<file path="config.mk">
export PLATFORM = sky130hd
export DESIGN_NAME = parity_serial_tx
export DESIGN_NICKNAME = d
export VERILOG_FILES = /design/src/rtl/parity_tx_pkg.sv /design/src/rtl/parity_gen.sv /design/src/rtl/parity_serial_tx.sv
export SDC_FILE = /design/constraint.sdc
export NUM_CORES = 1
export LEC_CHECK = 0
export ABC_CLOCK_PERIOD_IN_PS = 1760
export BUFFER_PORTS_ARGS = -buffer_cell sky130_fd_sc_hd__buf_2
export CELL_PAD_IN_SITES_DETAIL_PLACEMENT = 2
export CELL_PAD_IN_SITES_GLOBAL_PLACEMENT = 2
export CORE_AREA = 10 10 48 86
export CTS_CLUSTER_SIZE = 25
export DETAILED_ROUTE_END_ITERATION = 12
export DIE_AREA = 0 0 58 96
export HOLD_SLACK_MARGIN = 0.08
export PLACE_DENSITY = 0.71
export SLEW_MARGIN = 40
export SYNTH_ARGS = -nofsm -noshare
export SYNTH_HDL_FRONTEND = slang
export SYNTH_HIERARCHICAL = 1
export SYNTH_SLANG_ARGS = --single-unit
export TNS_END_PERCENT = 20
</file>
<file path="constraint.sdc">
create_clock -name clk -period 1.76 [get_ports clk]
set_input_delay 0.352 -clock clk [delete_from_list [all_inputs] [get_ports clk]]
set_output_delay 0.352 -clock clk [all_outputs]
set_load 0.02 [all_outputs]
</file>
<file path="src/rtl/parity_tx_pkg.sv">
// Shared types and line levels for the parity serial transmitter.
// Frame = start + DATA_W data bits + parity + stop.
package parity_tx_pkg;

   typedef enum logic [2:0] {
      IDLE   = 3'd0,
      START  = 3'd1,
      DATA   = 3'd2,
      PARITY = 3'd3,
      STOP   = 3'd4
   } tx_state_t;

   localparam logic TX_IDLE_LVL  = 1'b1;
   localparam logic TX_STOP_LVL  = 1'b1;
   localparam logic TX_START_LVL = 1'b0;

   localparam int TX_DATA_W_DFLT = 8;

   function automatic int frame_len(input int data_w);
      return data_w + 3;
   endfunction

   localparam int TX_FRAME_LEN = frame_len(TX_DATA_W_DFLT);

endpackage

</file>
<file path="src/rtl/parity_gen.sv">
// Parity bit generator; odd parity when PARITY_TX_ODD_EN is defined, even otherwise.
// Latency: combinational.
// Backpressure: none, pure function of data.
module parity_gen #(
   parameter int DATA_W = 8
) (
   input  logic [DATA_W-1:0] data,
   output logic              parity
);

`ifdef PARITY_TX_ODD_EN
   assign parity = ~^data;
`else
   assign parity = ^data;
`endif

endmodule

</file>
<file path="src/rtl/parity_serial_tx.sv">
// LSB-first serial transmitter: start, data, parity (PARITY_TX_ODD_EN selects odd), stop.
// Latency: tx drops to the start level 1 clk after accept; each bit advances on bit_en.
// Backpressure: din_ready only in IDLE; din/din_valid ignored for the whole frame.
module parity_serial_tx
   import parity_tx_pkg::*;
#(
   parameter int DATA_W = 8
) (
   input  logic              clk,
   input  logic              rst_n,
   input  logic              bit_en,
   input  logic [DATA_W-1:0] din,
   input  logic              din_valid,
   output logic              din_ready,
   output logic              tx,
   output logic              busy,
   output logic              done
);

   localparam int CNT_W = $clog2(DATA_W);

   tx_state_t         state, state_nxt;
   logic [DATA_W-1:0] shift_reg, shift_nxt;
   logic [CNT_W-1:0]  bit_cnt, cnt_nxt;
   logic              parity_bit, parity_nxt;
   logic              parity_din;
   logic              tx_nxt;
   logic              done_nxt;
   logic              accept;

   parity_gen #(
      .DATA_W (DATA_W)
   ) u_parity_gen (
      .data   (din),
      .parity (parity_din)
   );

   assign din_ready = (state == IDLE);
   assign busy      = (state != IDLE);
   assign accept    = din_valid && din_ready;

   always_ff @(posedge clk or negedge rst_n) begin
      if (!rst_n) begin
         state      <= IDLE;
         shift_reg  <= '0;
         bit_cnt    <= '0;
         parity_bit <= 1'b0;
         tx         <= TX_IDLE_LVL;
         done       <= 1'b0;
      end else begin
         state      <= state_nxt;
         shift_reg  <= shift_nxt;
         bit_cnt    <= cnt_nxt;
         parity_bit <= parity_nxt;
         tx         <= tx_nxt;
         done       <= done_nxt;
      end
   end

   // tx is computed one step ahead so the line changes on the edge that moves the FSM.
   always_comb begin
      state_nxt  = state;
      shift_nxt  = shift_reg;
      cnt_nxt    = bit_cnt;
      parity_nxt = parity_bit;
      tx_nxt     = tx;
      done_nxt   = 1'b0;
      case (state)
         IDLE: begin
            tx_nxt = TX_IDLE_LVL;
            if (accept) begin
               state_nxt  = START;
               shift_nxt  = din;
               parity_nxt = parity_din;
               cnt_nxt    = '0;
               tx_nxt     = TX_START_LVL;
            end
         end
         START: begin
            if (bit_en) begin
               state_nxt = DATA;
               tx_nxt    = shift_reg[0];
            end
         end
         DATA: begin
            if (bit_en) begin
               shift_nxt = shift_reg >> 1;
               if (bit_cnt == CNT_W'(DATA_W - 1)) begin
                  state_nxt = PARITY;
                  tx_nxt    = parity_bit;
               end else begin
                  cnt_nxt = bit_cnt + CNT_W'(1);
                  tx_nxt  = shift_reg[1];
               end
            end
         end
         PARITY: begin
            if (bit_en) begin
               state_nxt = STOP;
               tx_nxt    = TX_STOP_LVL;
            end
         end
         STOP: begin
            if (bit_en) begin
               state_nxt = IDLE;
               tx_nxt    = TX_IDLE_LVL;
               done_nxt  = 1'b1;
            end
         end
         default: begin
            state_nxt = IDLE;
            tx_nxt    = TX_IDLE_LVL;
         end
      endcase
   end

endmodule

</file>
* Yosys cells after proc, flatten, opt, wreduce, memory -nomap -nowiden
Cells that the tools add are included.
Cells by class: add/sub/neg operators 1, equal/unequal tests 13, muxes and demuxes 22, reduce and logical (&&, ||, !) cells 11
Operators with widths (count):
- $mux 3 | 9
- $mux 8 | 2
- $pmux 8 s2 | 1
- $pmux 3 s5 | 1
- $ne 2x2->1 const B | 6
- $reduce_xor 8->1 | 1
- $mux 1 | 7
- $eq 3x2->1 const B | 2
- $eq 3x3->1 const B | 2
- $pmux 3 s2 | 1
- $reduce_and 3->1 | 2
- $reduce_and 6->1 | 1
- $ne 2x1->1 const B | 2
- $pmux 1 s4 | 1
- $reduce_and 4->1 | 1
- $add 3x1->3 const B | 1
- $eq 3x1->1 const B | 1
- $logic_not 3->1 | 1
- $reduce_bool 3->1 | 1
- $reduce_and 2->1 | 1
- $reduce_bool 2->1 | 1
- $reduce_or 2->1 | 1
- $logic_and 1x1->1 | 1
Storage, ports and cells: bits in registers 17, input bits 12, output and inout port bits 4, word-level logic and storage cells 53

* Longest topological paths before layout
Gate-level depths: netlist of the first run.
word-level depth 4, gate-level depth with buffers 5, depth with buffers taken out 5

* By module
Netlist of the first run, hierarchy kept.
Modules (own cells, without submodules):
- parity_serial_tx | instances 1, cells an instance 71, area each 887.1 um^2, sequential area each 426.7 um^2
- parity_gen | instances 1, cells an instance 7, area each 61.3 um^2, sequential area each 0.0 um^2

* Least setup slack after synthesis of the first run
OpenSTA, ideal clock, no wires.
path type flip-flop to flip-flop, start point register bit_cnt[0], end point register bit_cnt[0], setup time 125 ps, arrival 1483 ps, data required time 1635 ps, path slack 152 ps, cell stages (with the launch flop) 6, path buffers 0, clock period less this slack 1608 ps, cell sequence dfrtp_1 > ha_1 > ha_1 > nand3b_1 > a211o_1 > mux2_2
Between the ends: cells in the longest elaborated chain, start to end 4, elaborated cells on any way between the ends 7, those cells by class add/sub (1); eq/ne (2); mux (3); reduce/logical (1)
Ends and longest elaborated chain:
- start, declared | RTL line parity_serial_tx.sv:24 | logic [CNT_W-1:0] bit_cnt, cnt_nxt;
- start signal, assigned | RTL line parity_serial_tx.sv:53 | bit_cnt <= cnt_nxt;
- $add 3x1->3 | RTL line parity_serial_tx.sv:92 | cnt_nxt = bit_cnt + CNT_W'(1);
- $mux 3 | RTL line parity_serial_tx.sv:88 | if (bit_cnt == CNT_W'(DATA_W - 1)) begin
- $mux 3 | RTL line parity_serial_tx.sv:86 | if (bit_en) begin
- $pmux 3 s2 | RTL line parity_serial_tx.sv:68 | case (state)
Parallel ways exist; a longest one is shown, timed or not. The select of a mux whose other input is x is not followed. A chain may end at the register's enable or synchronous reset.

* Worst setup path in the final report of the first run
Same ends and word-level chain as after synthesis.

==> impl_metrics.csv, run 1 <==
group,metric,value,unit
drt,dr.pass1.iters,3,
clock_network,clk_path_buf_depth,2,
logic_synthesis,yosys.area.top_type,"dfrtp_1",
sta,fmax,592.6,MHz
sta,tightest_slew,0.4192,ns
drt,wirelength,2370,um
clock_network,htree_levels,1,
grt,grt_use_total,8.867,%
worst_setup_path,slowest_stage,"dfrtp_1",
logic_synthesis,yosys_warnings,6,
worst_hold_path,hold_end,"shift_reg[7]",
sta,period_needed,1.687,ns
worst_hold_path,holdCritStartpoint,"din[7]",
drt,via_per_inst,5.328,
place,gp_congestion,0.7150,
clock_network,cts_root_buf,"clkbuf_8",
sta,report.final.hold_viol_count,0,
worst_setup_path,crit_fanout,3,
final_layout,largest_reg_flops,8,
clock_network,numCtsBuffers,3,
worst_setup_path,r2r_setup_slack,0.07,ns
drt,drtAntennaViolNets,0,
worst_setup_path,crit_type,"reg -> reg",
worst_setup_path,startpoint_type,"flip-flop",
run_status,outcome,"finished, final reports clean",
worst_setup_path,path_cells,"ha_1 > ha_1 > nand3b_1 > a211o_1 > mux2_2",
sta,clock_skew,0.004138,ns
worst_setup_path,path_buf_inv,0,
die,boundaryPins,16,
worst_setup_path,crit_family,"adder cells",
clock_network,numClockSinks,17,
power,p_leak,0.0005006,uW
logic_synthesis,synth_fp_nets,92,
drt,wl_per_cell,18.52,um
drt,via_count,682,
worst_setup_path,r2r-start,"bit_cnt[0]",
sta,relSlewSlack,71.96,%
grt,grt_pass1_wl,3788,um
flow_run,max_cap_viol_count,0,
worst_setup_path,crit_start,"bit_cnt[0]",
sta,finalSetupViolCount,0,
grt,grt-ovfl-total,0,
logic_synthesis,synth_cell_types,30,
logic_synthesis,synthTopCellsByArea,"dfrtp_1 42%, mux2_2 19%, xnor2_1 6.5%, dfstp_2 2.8%, ha_1 2.6%",
worst_setup_path,r2r_cells,5,
logic_synthesis,yosys.area.top_type_share,42.22,%
logic_synthesis,synth_cells,78,
grt,antenna_found_initial,0,
logic_synthesis,syn-mean-instance-area,12.16,um^2
final_layout,drive_above_1_share,42.42,%
grt,grt_pass1_vias,801,
die,floorplan.initialDensity,34.24,%
power,vdd_drop_max,0.6249,mV
worst_setup_path,critPathRequiredTime,1.90,ns
die,dieWidth,58,um
logic_synthesis,synth_area,948.4,um^2
drt,drc,0,
final_layout,antenna_cells,0,
die,dieArea,5568,um^2
place,portBuffers,15,
final_layout,area_growth,18.87,%
final_layout,nFillCells,309,
worst_setup_path,r2r-end,"bit_cnt[0]",
clock_network,cts_tree,"done",
clock_network,clk_transition_reported_paths,0.06,ns
worst_hold_path,holdPathStages,3,
clock_network,clock_latency,0.25,ns
grt,grt_max_degree,18,
sta,slew_viol_final,0,
worst_setup_path,crit_top_cell,"ha_1",
die,rows,27,
power,power,1933,uW
die,die_y,96,um
worst_setup_path,critical_path.max_stage_delay,0.39,ns
logic_synthesis,synth-seq-cells,17,
die,core_area,2770,um^2
worst_setup_path,end_kind,"flip-flop",
worst_setup_path,crit_arrival,1.83,ns
logic_synthesis,seq_area_frac_synth,44.99,%
clock_network,postCtsSetupBuffers,0,
sta,period_share,95.88,%
worst_hold_path,hold_path_class,"in -> reg",
final_layout,nNetsFinal,114,
drt,drt-initial-drc-count,5,
place,dp_hpwl,1926,um
power,powerDensity,1714,nW/um^2
place,dp_slack,0.03928,ns
sta,setup_ws,0.07255,ns
==> tightest hold or removal path: stages <==
cell     delay [ns]
buf_2          0.10
nand3_1        0.07
o21ai_0        0.07
==> logic make-up (layout without fill, tap and decap cells) <==
logic type               Yosys count  in the layout  synth area share, %
flip-flops                        17             17                44.99
AND/OR/NAND/NOR                   17             17                12.40
adder cells (fa/ha/maj)            2              2                2.638
buffers and inverters              6             27                3.694
multiplexers                      18             18                21.24
AO/OA/AOI/OAI                      9              9                6.729
XOR/XNOR                           9              9                8.312
==> stage by stage <==
stage          hold WS [ns]  util [%]  cells   TNS [ns]  instance area, um^2
2_1_floorplan       0.05641         -     78          0                948.4
3_3_place_gp         0.2921     38.48    123          0                 1066
3_5_place_dp         0.2966     38.48    123          0                 1066
4_1_cts              0.3971     40.47    128          0                 1121
5_1_grt              0.4098     40.70    128  -0.007861                 1127
6_report             0.3910     40.70    128          0                 1127
==> final cells by class <==
type,instances,area (um^2),share of cell area [%]
multi-input cells,55,493.0,43.73
flip-flops and latches,17,426.7,37.85
repair buffers,20,115.1,10.21
clock buffers,4,45.04,3.996
well taps,29,36.28,3.219
inverters,3,11.26,0.9989
==> cells in the final DEF, fill, tap and decap left out, drive strengths merged, types with 3 or more instances in the layout <==
| cell | n |
|---|---|
| buf | 19 |
| mux2 | 17 |
| dfrtp | 16 |
| xnor2 | 7 |
| clkbuf | 4 |
| inv | 3 |
| nor2 | 3 |
| nand2 | 3 |
| nor3 | 3 |
==> where the power goes <==
part | switching [uW] | internal [uW]
Combinational | 466 | 472
Clock | 132 | 161
Sequential | 120 | 581
==> Yosys cell counts (all sizes together) <==
cell / n
a211o: 1
a21oi: 1
a22o: 2
a22oi: 1
a31oi: 1
and3: 1
buf: 3
dfrtp: 16
dfstp: 1
ha: 2
inv: 3
mux2: 17
mux2i: 1
nand2: 3
nand2b: 2
nand3: 2
nand3b: 1
nand4b: 1
nor2: 3
nor3: 3
nor3b: 1
o21ai: 2
o32ai: 1
xnor2: 7
xor2: 2
==> how the worst max path moves through the flow <==
stage            endpoint  slack [ns]  cells after the start
2_1_floorplan  bit_cnt[0]        0.15                      5
3_3_place_gp   bit_cnt[0]        0.12                      5
3_5_place_dp   bit_cnt[0]        0.04                      5
4_1_cts         din_ready       0.004                      3
5_1_grt              busy      -0.008                      4
6_report       bit_cnt[0]        0.07                      5
==> per-layer routing <==
metal  GRT usage [%]  up-vias  wire length [um]
li1                -      318                 -
met2           17.90       15              1378
met1           7.259      344               822
met4           4.134        0                44
met3           2.770        5               124
met5               0        -                 0
==> what timing repair did <==
item,4_1_cts,5_1_grt
gates resized for setup,0,1
hold endpoints to repair,16,0
hold buffers,1,0
setup endpoints to repair,0,3
(Power assumes the default switching activity.)
==> run 2, diff against run 1 <==
--- a/config.mk
+++ b/config.mk
@@ -5,16 +5,16 @@
 export SDC_FILE = /design/constraint.sdc
 export NUM_CORES = 1
 export LEC_CHECK = 0
-export ABC_CLOCK_PERIOD_IN_PS = 1760
+export ABC_CLOCK_PERIOD_IN_PS = 2040
 export BUFFER_PORTS_ARGS = -buffer_cell sky130_fd_sc_hd__buf_2
 export CELL_PAD_IN_SITES_DETAIL_PLACEMENT = 2
 export CELL_PAD_IN_SITES_GLOBAL_PLACEMENT = 2
-export CORE_AREA = 10 10 48 86
+export CORE_AREA = 10 10 61 63
 export CTS_CLUSTER_SIZE = 25
 export DETAILED_ROUTE_END_ITERATION = 12
-export DIE_AREA = 0 0 58 96
+export DIE_AREA = 0 0 71 73
 export HOLD_SLACK_MARGIN = 0.08
-export PLACE_DENSITY = 0.71
+export PLACE_DENSITY = 0.76
 export SLEW_MARGIN = 40
 export SYNTH_ARGS = -nofsm -noshare
 export SYNTH_HDL_FRONTEND = slang
==> constraint.sdc (replaced) <==
create_clock -name clk -period 2.04 [get_ports clk]
set_input_delay 0.408 -clock clk [delete_from_list [all_inputs] [get_ports clk]]
set_output_delay 0.408 -clock clk [all_outputs]
set_load 0.02 [all_outputs]
==> run 2 against run 1 <==
  * Sequential share of layout area up 1.0 points
  * Combinational power is 16% lower
  * Via count fell by 4.4%
  * Register-to-register slack gained 0.24 ns
  * Critical path type is now reg -> out
  * Critical endpoint is now busy
==> impl_metrics.csv, run 2 (synthesis gave the netlist of run 1 again) <==
group,metric,value,unit
run_status,outcome,"finished, final reports clean",
sta,finalSetupViolCount,0,
sta,tightest_slew,0.4483,ns
worst_setup_path,end_kind,"output port",
grt,grt_use_total,9.521,%
clock_network,cts_tree,"done",
clock_network,numCtsBuffers,3,
worst_setup_path,r2r_setup_slack,0.31,ns
worst_hold_path,hold_path_class,"in -> reg",
worst_setup_path,cp-endpoint,"busy",
sta,clock_skew,0.003564,ns
final_layout,nFillCells,284,
sta,rsz0062_at_grt,"false",
drt,via_count,652,
final_layout,nNetsFinal,113,
place,portBuffers,15,
worst_setup_path,crit_start,"state[1]",
worst_setup_path,worstSetupPathDepth,4,
drt,via_per_inst,5.054,
worst_setup_path,r2r-start,"state[1]",
sta,report.final.hold_viol_count,0,
worst_setup_path,r2r-end,"shift_reg[1]",
clock_network,postCtsSetupBuffers,0,
drt,wirelength,2239,um
grt,grt_max_degree,18,
sta,slew_viol_final,0,
worst_setup_path,slowest_stage,"dfrtp_1",
sta,period_needed,1.848,ns
place,gp_congestion,0.7630,
final_layout,multi_input_comb_area,486.7,um^2
power,powerDensity,1442,nW/um^2
final_layout,area_growth,15.70,%
clock_network,numClockSinks,17,
worst_setup_path,path_buf_inv,3,
worst_setup_path,crit_fanout,6,
worst_setup_path,path_cells,"buf_4 > nor3_2 > inv_1 > buf_2",
worst_setup_path,startpoint_type,"flip-flop",
die,die_y,73,um
drt,drc,0,
drt,dr.pass1.iters,4,
die,rows,19,
clock_network,clk_path_buf_depth,2,
sta,fmax,541.1,MHz
die,dieWidth,71,um
worst_setup_path,crit_type,"reg -> out",
grt,grt_pass1_vias,761,
final_layout,regArea,426.7,um^2
place,dp_hpwl,1760,um
die,floorplan.initialDensity,36.27,%
worst_setup_path,crit_family,"flip-flops",
final_layout,largest_reg_flops,8,
final_layout,final_util,41.96,%
worst_setup_path,crit_arrival,1.44,ns
grt,grt-ovfl-total,0,
sta,period_share,90.60,%
drt,wl_per_cell,17.36,um
die,core_area,2615,um^2
power,p_leak,0.0004860,uW
flow_run,max_cap_viol_count,0,
power,vdd_drop_max,0.6684,mV
final_layout,most-common-layout-cells,"16 x mux2_2, 16 x dfrtp_1, 15 x buf_2",
die,dieArea,5183,um^2
drt,drtAntennaViolNets,0,
grt,antenna_found_initial,0,
worst_setup_path,r2r_cells,3,
drt,drt-initial-drc-count,6,
final_layout,drive_above_1_share,41.84,%
clock_network,htree_levels,1,
final_layout,antenna_cells,0,
worst_setup_path,critPathRequiredTime,1.63,ns
die,boundaryPins,16,
grt,grt_pass1_wl,3877,um
sta,relSlewSlack,70.08,%
sta,finalSetupTns,0,ns
clock_network,cts_root_buf,"clkbuf_4",
clock_network,clock_latency,0.29,ns
clock_network,clk_transition_reported_paths,0.10,ns
worst_setup_path,critical_path.max_stage_delay,0.47,ns
## run 2: where the power goes
group          total (uW)  switching, uW  internal (uW)  leakage (uW)
clock network         187            111           76.2     0.0000150
registers             608            108            500      0.000209
logic                 788            389            399      0.000262
total                1580            608            975      0.000486
## run 2: how the worst min path moves through the flow
stage,from,end,slack [ns],depth (start not counted)
global route,din[7],shift_reg[7],0.40,3
CTS,bit_en,state[2],0.39,2
finish,din[7],shift_reg[7],0.41,3
detailed placement,rst_n,bit_cnt[2],0.36,1
floorplan,rst_n,bit_cnt[0],0.11,0
global placement,rst_n,bit_cnt[2],0.36,1
## run 2: stage by stage
stage                     area [um^2]  hold slack [ns]  cells  setup WS [ns]  power (uW)
after floorplan                 948.4           0.1124     78         0.4322        1201
after global placement           1061           0.3568    124         0.3467        1358
after detailed placement         1061           0.3628    124         0.3134        1413
after CTS                        1097           0.3945    129         0.1501        1615
after global routing             1097           0.4033    129        0.04224        1723
final                            1097           0.4059    129         0.1917        1583
## run 2: layout make-up
type	count	share of cell area [%]
Clock buffer	4	2.395
Sequential cell	17	38.88
Multi-Input combinational cell	55	44.36
Tap cell	31	3.535
Timing Repair Buffer	19	9.806
Inverter	3	1.026
## run 2: per-layer routing
metal / global-route usage [%] / vias to the layer above / wire [um] / part of all wire, %
met5: 0 / - / 0 / 0
met4: 5.161 / 0 / 36 / 1.6
met3: 2.721 / 4 / 100 / 4.5
met2: 15.63 / 8 / 1177 / 53
met1: 10.92 / 322 / 925 / 41
li1: - / 318 / - / -
## run 2: tightest hold or removal path, delay by kind of cell
kind            cells  cell delay [ns]
compound gates      1             0.09
buf+inv             1             0.10
simple gates        1             0.07
## run 2: repair_timing
action                     4_1_cts  5_1_grt
resized for setup                0        0
setup endpoints to repair        0        0
hold buffers                     1        0
hold endpoints to repair        16        0
==> run 3, diff against run 2 <==
--- a/config.mk
+++ b/config.mk
@@ -9,10 +9,10 @@
 export BUFFER_PORTS_ARGS = -buffer_cell sky130_fd_sc_hd__buf_2
 export CELL_PAD_IN_SITES_DETAIL_PLACEMENT = 2
 export CELL_PAD_IN_SITES_GLOBAL_PLACEMENT = 2
-export CORE_AREA = 10 10 61 63
+export CORE_AREA = 2 2 53 55
 export CTS_CLUSTER_SIZE = 25
 export DETAILED_ROUTE_END_ITERATION = 12
-export DIE_AREA = 0 0 71 73
+export DIE_AREA = 0 0 55 57
 export HOLD_SLACK_MARGIN = 0.08
 export PLACE_DENSITY = 0.76
 export SLEW_MARGIN = 40
==> run 3 against run 2 <==
  * Via count increased by 0.92%
  * Sequential cell count unchanged
  * Combinational power is 0.9% lower
  * Global-route usage is 6.5 points higher
  * Wire length decreased by 7.3%
  * Non-clock buffer count stayed put
  * Largest power group unchanged
  * Sequential power down 0.8%
  * First-iteration DRC count is 17% lower
  * Worst setup slack improved by 0.016 ns
  * Cell count stayed put
  * Final area unchanged
  * Critical path type unchanged
==> impl_metrics.csv, run 3 (synthesis gave the netlist of run 1 again) <==
group,metric,value,unit
run_status,outcome,"finished, final reports clean",
die,rows,19,
final_layout,largest_reg_flops,8,
worst_setup_path,startpoint_type,"flip-flop",
clock_network,clk_transition_reported_paths,0.10,ns
drt,wirelength,2075,um
die,boundaryPins,16,
die,floorplan.initialDensity,36.27,%
grt,grt_pass1_wl,3601,um
drt,dr.pass1.iters,3,
place,gp_congestion,0.7352,
sta,finalSetupViolCount,0,
clock_network,clk_path_buf_depth,2,
worst_setup_path,crit_arrival,1.42,ns
grt,grt_max_degree,18,
clock_network,numClockSinks,17,
die,core_area,2615,um^2
clock_network,cts_root_buf,"clkbuf_4",
power,p_leak,0.0004860,uW
sta,clock_skew,0.0009595,ns
power,vdd_drop_max,0.6412,mV
sta,report.final.hold_viol_count,0,
drt,via_per_inst,5.101,
final_layout,area_growth,15.70,%
place,dpl-instance-area,1061,um^2
drt,drc,0,
clock_network,postCtsSetupBuffers,0,
die,dieArea,3135,um^2
worst_setup_path,end_kind,"output port",
die,die_y,57,um
clock_network,numCtsBuffers,3,
clock_network,htree_levels,1,
worst_hold_path,hold_path_class,"in -> reg",
grt,antenna_found_initial,0,
sta,tightest_slew,0.4208,ns
power,sequentialPowerShare,38.5,%
grt,grt_pass1_vias,755,
grt,grt-ovfl-total,0,
power,powerDensity,1429,nW/um^2
worst_setup_path,critPathRequiredTime,1.63,ns
grt,grt_use_total,16.02,%
power,power.internal,973.5,uW
clock_network,cts_tree,"done",
power,switching_share,37.91,%
clock_network,ctsResizeCount,0,
sta,finalSetupTns,0,ns
flow_run,max_cap_viol_count,0,
clock_network,cts_hold_buf,1,
final_layout,nNetsFinal,113,
place,portBuffers,15,
place,dp_hpwl,1666,um
drt,drt-initial-drc-count,5,
sta,relSlewSlack,71.92,%
drt,via_count,658,
power,pwr-share-clk,11.8,%
final_layout,most-common-layout-cells,"16 x mux2_2, 16 x dfrtp_1, 15 x buf_2",
drt,wl_per_cell,16.09,um
sta,period_needed,1.832,ns
final_layout,antenna_cells,0,
sta,period_share,89.82,%
clock_network,clock_latency,0.29,ns
worst_setup_path,crit_type,"reg -> out",
worst_setup_path,crit_fanout,9,
die,dieWidth,55,um
sta,slew_viol_final,0,
final_layout,final_cell_area,1097,um^2
drt,drtAntennaViolNets,0,
power,p_sw,594.5,uW
final_layout,drive_above_1_share,41.84,%
sta,fmax,545.8,MHz
power,power,1568,uW
power,pwr-share-comb,49.8,%
sta,rsz0062_at_grt,"false",
-- run 3: metal layers --
layer / up-vias / global-route usage, % / part of all wire [%]
met5: - / 0 / 0
met4: 0 / 5.226 / 1.3
met3: 4 / 3.141 / 2.8
met2: 8 / 26.70 / 54
met1: 329 / 20.40 / 41
li1: 317 / - / -
-- run 3: critical path: stages, from the launching register on --
cell	delay, ns
dfrtp_1	0.43
buf_4	0.19
nor3_2	0.29
inv_1	0.07
buf_2	0.16
-- run 3: area by class of cell --
type	count	area (um^2)
timing repair buffer	19	107.6
tap	31	38.79
fill	292	1518
clock buffer	4	26.28
sequential	17	426.7
inverter	3	11.26
multi-input combinational	55	486.7
-- run 3: final timing paths --
check                           depth (start not counted)  slack, ns            to          from
worst max-delay path                                    4       0.21          busy      state[0]
min in group asynchronous                               2       0.56    bit_cnt[2]         rst_n
worst min-delay path                                    3       0.39  shift_reg[7]        din[7]
worst min register to register                          1       0.51  shift_reg[6]  shift_reg[6]
max in group asynchronous                               2       1.15            tx         rst_n
worst max register to register                          5       0.31    bit_cnt[0]    bit_cnt[0]
-- run 3: power groups by stage --
stage	Sequential [uW]	Combinational (uW)	Clock [uW]
after CTS	605	796	196
after floorplan	580	621	0
after global placement	598	752	0
after global routing	625	862	214
final	603	781	185
after detailed placement	611	794	0
-- run 3: through the flow --
step                setup WS, ns  hold slack [ns]  utilization [%]  instances
floorplan                 0.4322           0.1124                -         78
global placement          0.3961           0.3575            40.57        124
detailed placement        0.3304           0.3608            40.57        124
CTS                       0.1930           0.3852            41.96        129
global route              0.1175           0.4017            41.96        129
finish                    0.2077           0.3863            41.96        129
